File: src/rtl/w_output_port_ctrl.sv
// rtl/w_output_port_ctrl.sv - West output-port controller: wormhole lock, credit tracking, crossbar drive.
// Optional credit/grant protocol checker enabled by defining W_CREDIT_ERR_CHK_EN.
module w_output_port_ctrl #(
  parameter int CREDIT_DEPTH = 4
) (
  input  logic       clk,
  input  logic       reset,
  input  logic       grant_n_i,
  input  logic       grant_s_i,
  input  logic       grant_e_i,
  input  logic       grant_l_i,
  input  logic       grant_w_i,
  input  logic       n_flit_valid_i,
  input  logic       s_flit_valid_i,
  input  logic       e_flit_valid_i,
  input  logic       l_flit_valid_i,
  input  logic       n_flit_tail_i,
  input  logic       s_flit_tail_i,
  input  logic       e_flit_tail_i,
  input  logic       l_flit_tail_i,
  input  logic       credit_return_i,
  output logic       n_pop_o,
  output logic       s_pop_o,
  output logic       e_pop_o,
  output logic       l_pop_o,
  output logic [2:0] cs_sel_o,
  output logic       cs_en_o,
  output logic       w_link_valid_o,
  output logic       rr_register_change_order_o,
  output logic       rr_downstream_credit_o,
  output logic       credit_err_o
);

  localparam int CNT_W = $clog2(CREDIT_DEPTH + 1);
  localparam logic [CNT_W-1:0] CNT_MAX = CNT_W'(CREDIT_DEPTH);
  localparam logic [CNT_W-1:0] CNT_ONE = CNT_W'(1);

  typedef enum logic {IDLE = 1'b0, LOCKED = 1'b1} state_e;

  state_e           state_q, state_d;
  logic [3:0]       owner_q, owner_d;
  logic [CNT_W-1:0] credit_cnt_q, credit_cnt_d;
  logic [3:0]       grant_vec, valid_vec, tail_vec, owner_vec;
  logic             multi_grant, credit_ok, xfer, owner_tail, overflow;

  // Vectors ordered {n, s, e, l}; owner is one-hot or zero.
  assign grant_vec   = {grant_n_i, grant_s_i, grant_e_i, grant_l_i};
  assign valid_vec   = {n_flit_valid_i, s_flit_valid_i, e_flit_valid_i, l_flit_valid_i};
  assign tail_vec    = {n_flit_tail_i, s_flit_tail_i, e_flit_tail_i, l_flit_tail_i};
  assign multi_grant = (grant_vec & (grant_vec - 4'd1)) != 4'd0;
  assign owner_vec   = (state_q == LOCKED) ? owner_q : (multi_grant ? 4'd0 : grant_vec);
  assign credit_ok   = credit_cnt_q != '0;
  assign xfer        = (|(owner_vec & valid_vec)) && credit_ok;
  assign owner_tail  = |(owner_vec & tail_vec);
  assign overflow    = credit_return_i && !xfer && (credit_cnt_q == CNT_MAX);

  always_ff @(posedge clk) begin
    if (reset) begin
      state_q      <= IDLE;
      owner_q      <= 4'd0;
      credit_cnt_q <= CNT_MAX;
    end else begin
      state_q      <= state_d;
      owner_q      <= owner_d;
      credit_cnt_q <= credit_cnt_d;
    end
  end

  always_comb begin
    state_d = state_q;
    owner_d = owner_q;
    case (state_q)
      IDLE: begin
        if (xfer && !owner_tail) begin
          state_d = LOCKED;
          owner_d = owner_vec;
        end
      end
      LOCKED: begin
        if (xfer && owner_tail) begin
          state_d = IDLE;
          owner_d = 4'd0;
        end
      end
      default: state_d = IDLE;
    endcase
  end

  // A return arriving with the counter already full is dropped (saturate).
  always_comb begin
    credit_cnt_d = credit_cnt_q;
    if (xfer && !credit_return_i) begin
      credit_cnt_d = credit_cnt_q - CNT_ONE;
    end else if (!xfer && credit_return_i && !overflow) begin
      credit_cnt_d = credit_cnt_q + CNT_ONE;
    end
  end

  always_comb begin
    n_pop_o                    = 1'b0;
    s_pop_o                    = 1'b0;
    e_pop_o                    = 1'b0;
    l_pop_o                    = 1'b0;
    cs_sel_o                   = 3'b010;
    cs_en_o                    = 1'b0;
    rr_register_change_order_o = 1'b0;
    if (xfer) begin
      {n_pop_o, s_pop_o, e_pop_o, l_pop_o} = owner_vec;
      cs_en_o                    = 1'b1;
      rr_register_change_order_o = owner_tail;
      case (owner_vec)
        4'b1000: cs_sel_o = 3'b000;
        4'b0100: cs_sel_o = 3'b001;
        4'b0010: cs_sel_o = 3'b011;
        4'b0001: cs_sel_o = 3'b100;
        default: cs_sel_o = 3'b010;
      endcase
    end
  end

  assign w_link_valid_o         = cs_en_o;
  assign rr_downstream_credit_o = (state_q == IDLE) && credit_ok;

`ifdef W_CREDIT_ERR_CHK_EN
  logic credit_err_q;
  logic err_event;

  assign err_event = overflow || multi_grant || grant_w_i ||
                     ((state_q == IDLE) && (grant_vec != 4'd0) && !multi_grant &&
                      ((grant_vec & valid_vec) == 4'd0));

  always_ff @(posedge clk) begin
    if (reset) begin
      credit_err_q <= 1'b0;
    end else if (err_event) begin
      credit_err_q <= 1'b1;
    end
  end

  assign credit_err_o = credit_err_q;
`else
  logic unused_grant_w;
  assign unused_grant_w = grant_w_i;
  assign credit_err_o   = 1'b0;
`endif

endmodule

File: config.mk
export PLATFORM = sky130hd
export DESIGN_NAME = w_output_port_ctrl
export DESIGN_NICKNAME = d
export VERILOG_FILES = /design/src/rtl/w_output_port_ctrl.sv
export SDC_FILE = /design/constraint.sdc
export NUM_CORES = 1
export LEC_CHECK = 0
export CAP_MARGIN = 10
export CORE_MARGIN = 10
export CORE_UTILIZATION = 49
export CTS_CLUSTER_SIZE = 20
export DETAILED_ROUTE_END_ITERATION = 8
export PLACE_DENSITY = 0.87
export RECOVER_POWER = 25
export SKIP_LAST_GASP = 1
export SLEW_MARGIN = 20
export SYNTH_ARGS = -nofsm -noshare
export SYNTH_HDL_FRONTEND = slang
export SYNTH_SLANG_ARGS = --single-unit
File: constraint.sdc
create_clock -name clk -period 7.53 [get_ports clk]
set_input_delay 2.259 -clock clk [delete_from_list [all_inputs] [get_ports clk]]
set_output_delay 2.259 -clock clk [all_outputs]
set_load 0.01 [all_outputs]
======== After elaboration in Yosys (flattened, before gate mapping) ========
Index checks and enable logic that the tools add are counted.
operators by class
  $add $sub $neg .......................... 3
  reduce and logical (&&, ||, !) cells .... 18
  bitwise gates (word level) .............. 4
  muxes and demuxes ....................... 18
  equality and inequality tests ........... 7
operator list
  kind                   number
  $mux W4                4
  $and A4 B4 Y4          3
  $pmux W3 S4            1
  $mux W3                3
  $logic_and A1 B1 Y1    8
  $mux W1                8
  $pmux W4 S2            1
  $reduce_or A4 Y1       2
  $eq A4 B1 Y1 const B   1
  $eq A4 B2 Y1 const B   1
  $eq A4 B3 Y1 const B   1
  $eq A4 B4 Y1 const B   1
  $logic_not A1 Y1       4
  $reduce_bool A4 Y1     1
  $sub A4 B1 Y4 const B  1
  $add A3 B1 Y3 const B  1
  $eq A3 B3 Y1 const B   1
  $reduce_bool A3 Y1     1
  $sub A3 B1 Y3 const B  1
  $ne A2 B1 Y1 const B   1
  $ne A2 B2 Y1 const B   1
  $pmux W1 S2            1
  $reduce_and A2 Y1      1
  $reduce_bool A2 Y1     1
  $not A1 Y1             1
storage, ports and cells
  register bits after elaboration ......... 8
  output and inout bits ................... 12

======== Longest topological paths before layout ========
  depth in word-level cells ............... 15
  gate-level depth with buffers ........... 11
  mapped depth without buffers ............ 10

======== Worst setup path before layout ========
OpenSTA, ideal clock, no wires.
  kind .................................... input to output
  start point ............................. input grant_l_i
  end point ............................... output cs_sel_o[0]
  stages on the path ...................... 7
  arrival ................................. 3.409 ns
  required time ........................... 5.271 ns
  slack ................................... 1.862 ns
  path buffers ............................ 1
  cell sequence ........................... nor3_4 o21ai_2 a31o_1 buf_6 inv_6 nand2_1 nor3_1
on the way
  word-level cells in the longest chain between the ends .. 9
ends and longest elaborated chain
  element                                               line  text
  from (decl)                                           11    input logic grant_l_i,
  $sub A4 B1 Y4                                         50    assign multi_grant = (grant_vec & (grant_vec - 4'd1)) != 4'd0;
  $and A4 B4 Y4                                         50
  $reduce_bool A4 Y1                                    50
  $mux W4 * (2 in a row)                                51    assign owner_vec = (state_q == LOCKED) ? owner_q : (multi_grant ? 4'd0 : grant_vec);
  branches (longest 3 deep; another with $eq A4 B1 Y1)  --
  $mux W3 *                                             107   if (xfer) begin
  to (decl)                                             26    output logic [2:0] cs_sel_o,
Every way passes the cells marked *.

======== Worst setup path after layout ========
  start point ............................. input grant_l_i
  end point ............................... output cs_sel_o[1]
The elaborated chain is that of the path after synthesis.

==> out/metrics.yaml <==
status: "complete, no violations"
slew_headroom_pct: 63.5
setup-violations-final: 0
ir_worst_vdd_mv: 0.0556
dieHeight_um: 62.4
num_rows: 15
synth.distinct_cells: 46
skew_ns: 0.00290
cts_tree: "built"
final.min_clock_period_ns: 7.11
hold_class: "flip-flop to flip-flop"
p_leak_nw: 0.395
antenna_found_initial: 0
synth-seq-cells: 8
synth_warnings: 0
ios: 28
wl_per_cell_um: 16.0
fin_nets: 152
drtIter0Drc: 36
diodes: 0
numCtsBuffers: 3
syn_to_final_growth_pct: 29.1
drc: 0
synthCells: 111
p_clk_share_pct: 26.2
via_per_inst: 5.92
synth-edff-count: 0
ctsResizeCount: 0
cts_buffer_depth: 2
dp_hpwl_mm: 2.01
synth.net_count: 128
crit_type: "input port to output port"
layout_common_cells: "clkdlybuf4s50_1 (23), nand2_1 (9), nor2_1 (8), dfxtp_1 (8), inv_1 (7)"
endpoint_kind: "output port"
finalNonFillerCells: 158
rsz0062_at_grt: "false"
rrSetupSlack_ns: 4.52
share_seq_of_total_power_pct: 36.8
path_max_fanout: 9
drt-total-wl_mm: 2.53
cts-root-buf: "clkbuf_4"
fillCellCount: 155
vias: 936
combPwrFrac_pct: 37.0
globalplace.congestion: 0.897
hold_viol_final: 0
grt_pass1_wl_mm: 4.05
cts-hold-fix-buffers: 0
initial_core_util_pct: 51.6
fin_crit_sh_pct: 94.4
synth.avg_cell_area_um2: 7.95
power.density_nw_per_um2: 120
fin_setup_tns_ns: 0
core-area_um2: 1710
drtAntennaViolNets: 0
start_kind: "input port"
fp.dieArea_um2: 3900
path_clk_slew_ns: 0.06
path_cells: "dlygate4sd3_1 > and3b_1 > o21ai_0 > a31o_1 > inv_6 > o211ai_1 > clkdlybuf4s50_1"
max_stage_delay_ns: 0.69
synth_area_um2: 882
p_sw_mw: 0.0488
first_global_vias: 862
postSynth.asyncResetShare_pct: 0
max_freq_mhz: 141
grt_overflow_total: 0
dr.pass1.iters: 4
synth-seq-area-share_pct: 18.2
layout-drive-gt1-share_pct: 10.5
cp.arrival_ns: 4.85
post_cts_buffers: 0
dieWidth_um: 62.4
switching_share_pct: 35.7
dp.cells: 155
clk-insertion-delay-late_ns: 0.26
h-tree-depth: 1
cts.sinks: 8
final-max-slew-violation-count: 0
cp_slowest_cell: "dlygate4sd3_1"
final_common_cell: "clkdlybuf4s50_1"
portBuffers: 25
crit_required_ns: 5.27
max_cap_violations: 0
grt_max_degree: 14
intPower_mw: 0.0879
track_usage_pct: 12.1
tightest_slew_ns: 0.546
synth_top_flop_cell: "dfxtp_1"
logic make-up after synthesis:
logic type | Yosys count | share of synthesized area [%]
AND/OR/NAND/NOR | 49 | 34.2
AO/OA/AOI/OAI | 34 | 32.3
buffers and inverters | 14 | 8.65
flip-flops | 8 | 18.2
XOR/XNOR | 4 | 3.97
adder cells (fa/ha/maj) | 1 | 2.27
other | 1 | 0.425
through the flow:
stage	hold slack [ns]	setup slack [ns]	instance area [um^2]	power, mW	utilization [%]
after floorplan	0.476	1.86	882	0.0843	-
after global placement	0.505	0.680	1120	0.100	65.7
after detailed placement	0.513	0.640	1120	0.102	65.7
after CTS	0.523	0.640	1140	0.138	67.0
after global routing	0.547	0.331	1140	0.145	66.7
final	0.530	0.420	1140	0.137	66.7
cell usage after synthesis (all sizes together), types with 3 or more instances:
master  n  share of area, %
a21boi  3               2.6
a22o    3               3.0
a22oi   5               4.3
and3    4               3.0
and3b   4               4.0
buf     4               3.8
dfxtp   8                18
inv     8               4.0
nand2   9               4.1
nand3   4               2.3
nand3b  4               3.4
nor2    8               3.4
nor2b   5               3.5
nor3    6               6.5
o21ai   5               4.1
o32ai   4               4.0
xnor2   3               3.0
final cells by class:
cell class	count	area, um^2	share of cell area, %
Timing Repair Buffer	25	250	22.0
Inverter	8	35.0	3.08
Clock buffer	3	22.5	1.98
Sequential cell	8	160	14.1
Tap cell	25	31.3	2.75
Multi-Input combinational cell	89	639	56.2
final timing paths:
path / from / end / cells past startpoint
max: grant_l_i / cs_sel_o[1] / 7
min: owner_q[2]$_SDFFE_PP0P_ / owner_q[2]$_SDFFE_PP0P_ / 2
max reg2reg: flip-flop / credit_cnt_q[2]$_SDFFE_PP1P_ / 10
min reg2reg: owner_q[2]$_SDFFE_PP0P_ / owner_q[2]$_SDFFE_PP0P_ / 2
power groups by stage:
stage,clock (mW),sequential (mW),combinational (mW)
global placement,0,0.0509,0.0496
global route,0.0379,0.0509,0.0558
finish,0.0358,0.0503,0.0506
detailed placement,0,0.0512,0.0512
CTS,0.0361,0.0502,0.0514
floorplan,0,0.0492,0.0351
worst max-delay path: cells and delay by family:
kind	cells	cell delay, ns
AO/OA/AOI/OAI	3	1.04
buffers and inverters	3	1.34
AND/OR/NAND/NOR	1	0.21
routing by layer:
metal  track usage, %  vias to the layer above  wire [um]
met3             2.87                        2        107
met5                0                        -          0
met4             2.51                        0          8
li1                 -                      460          -
met1             14.2                      449       1090
met2             21.8                       25       1330
(Power assumes the default switching activity.)
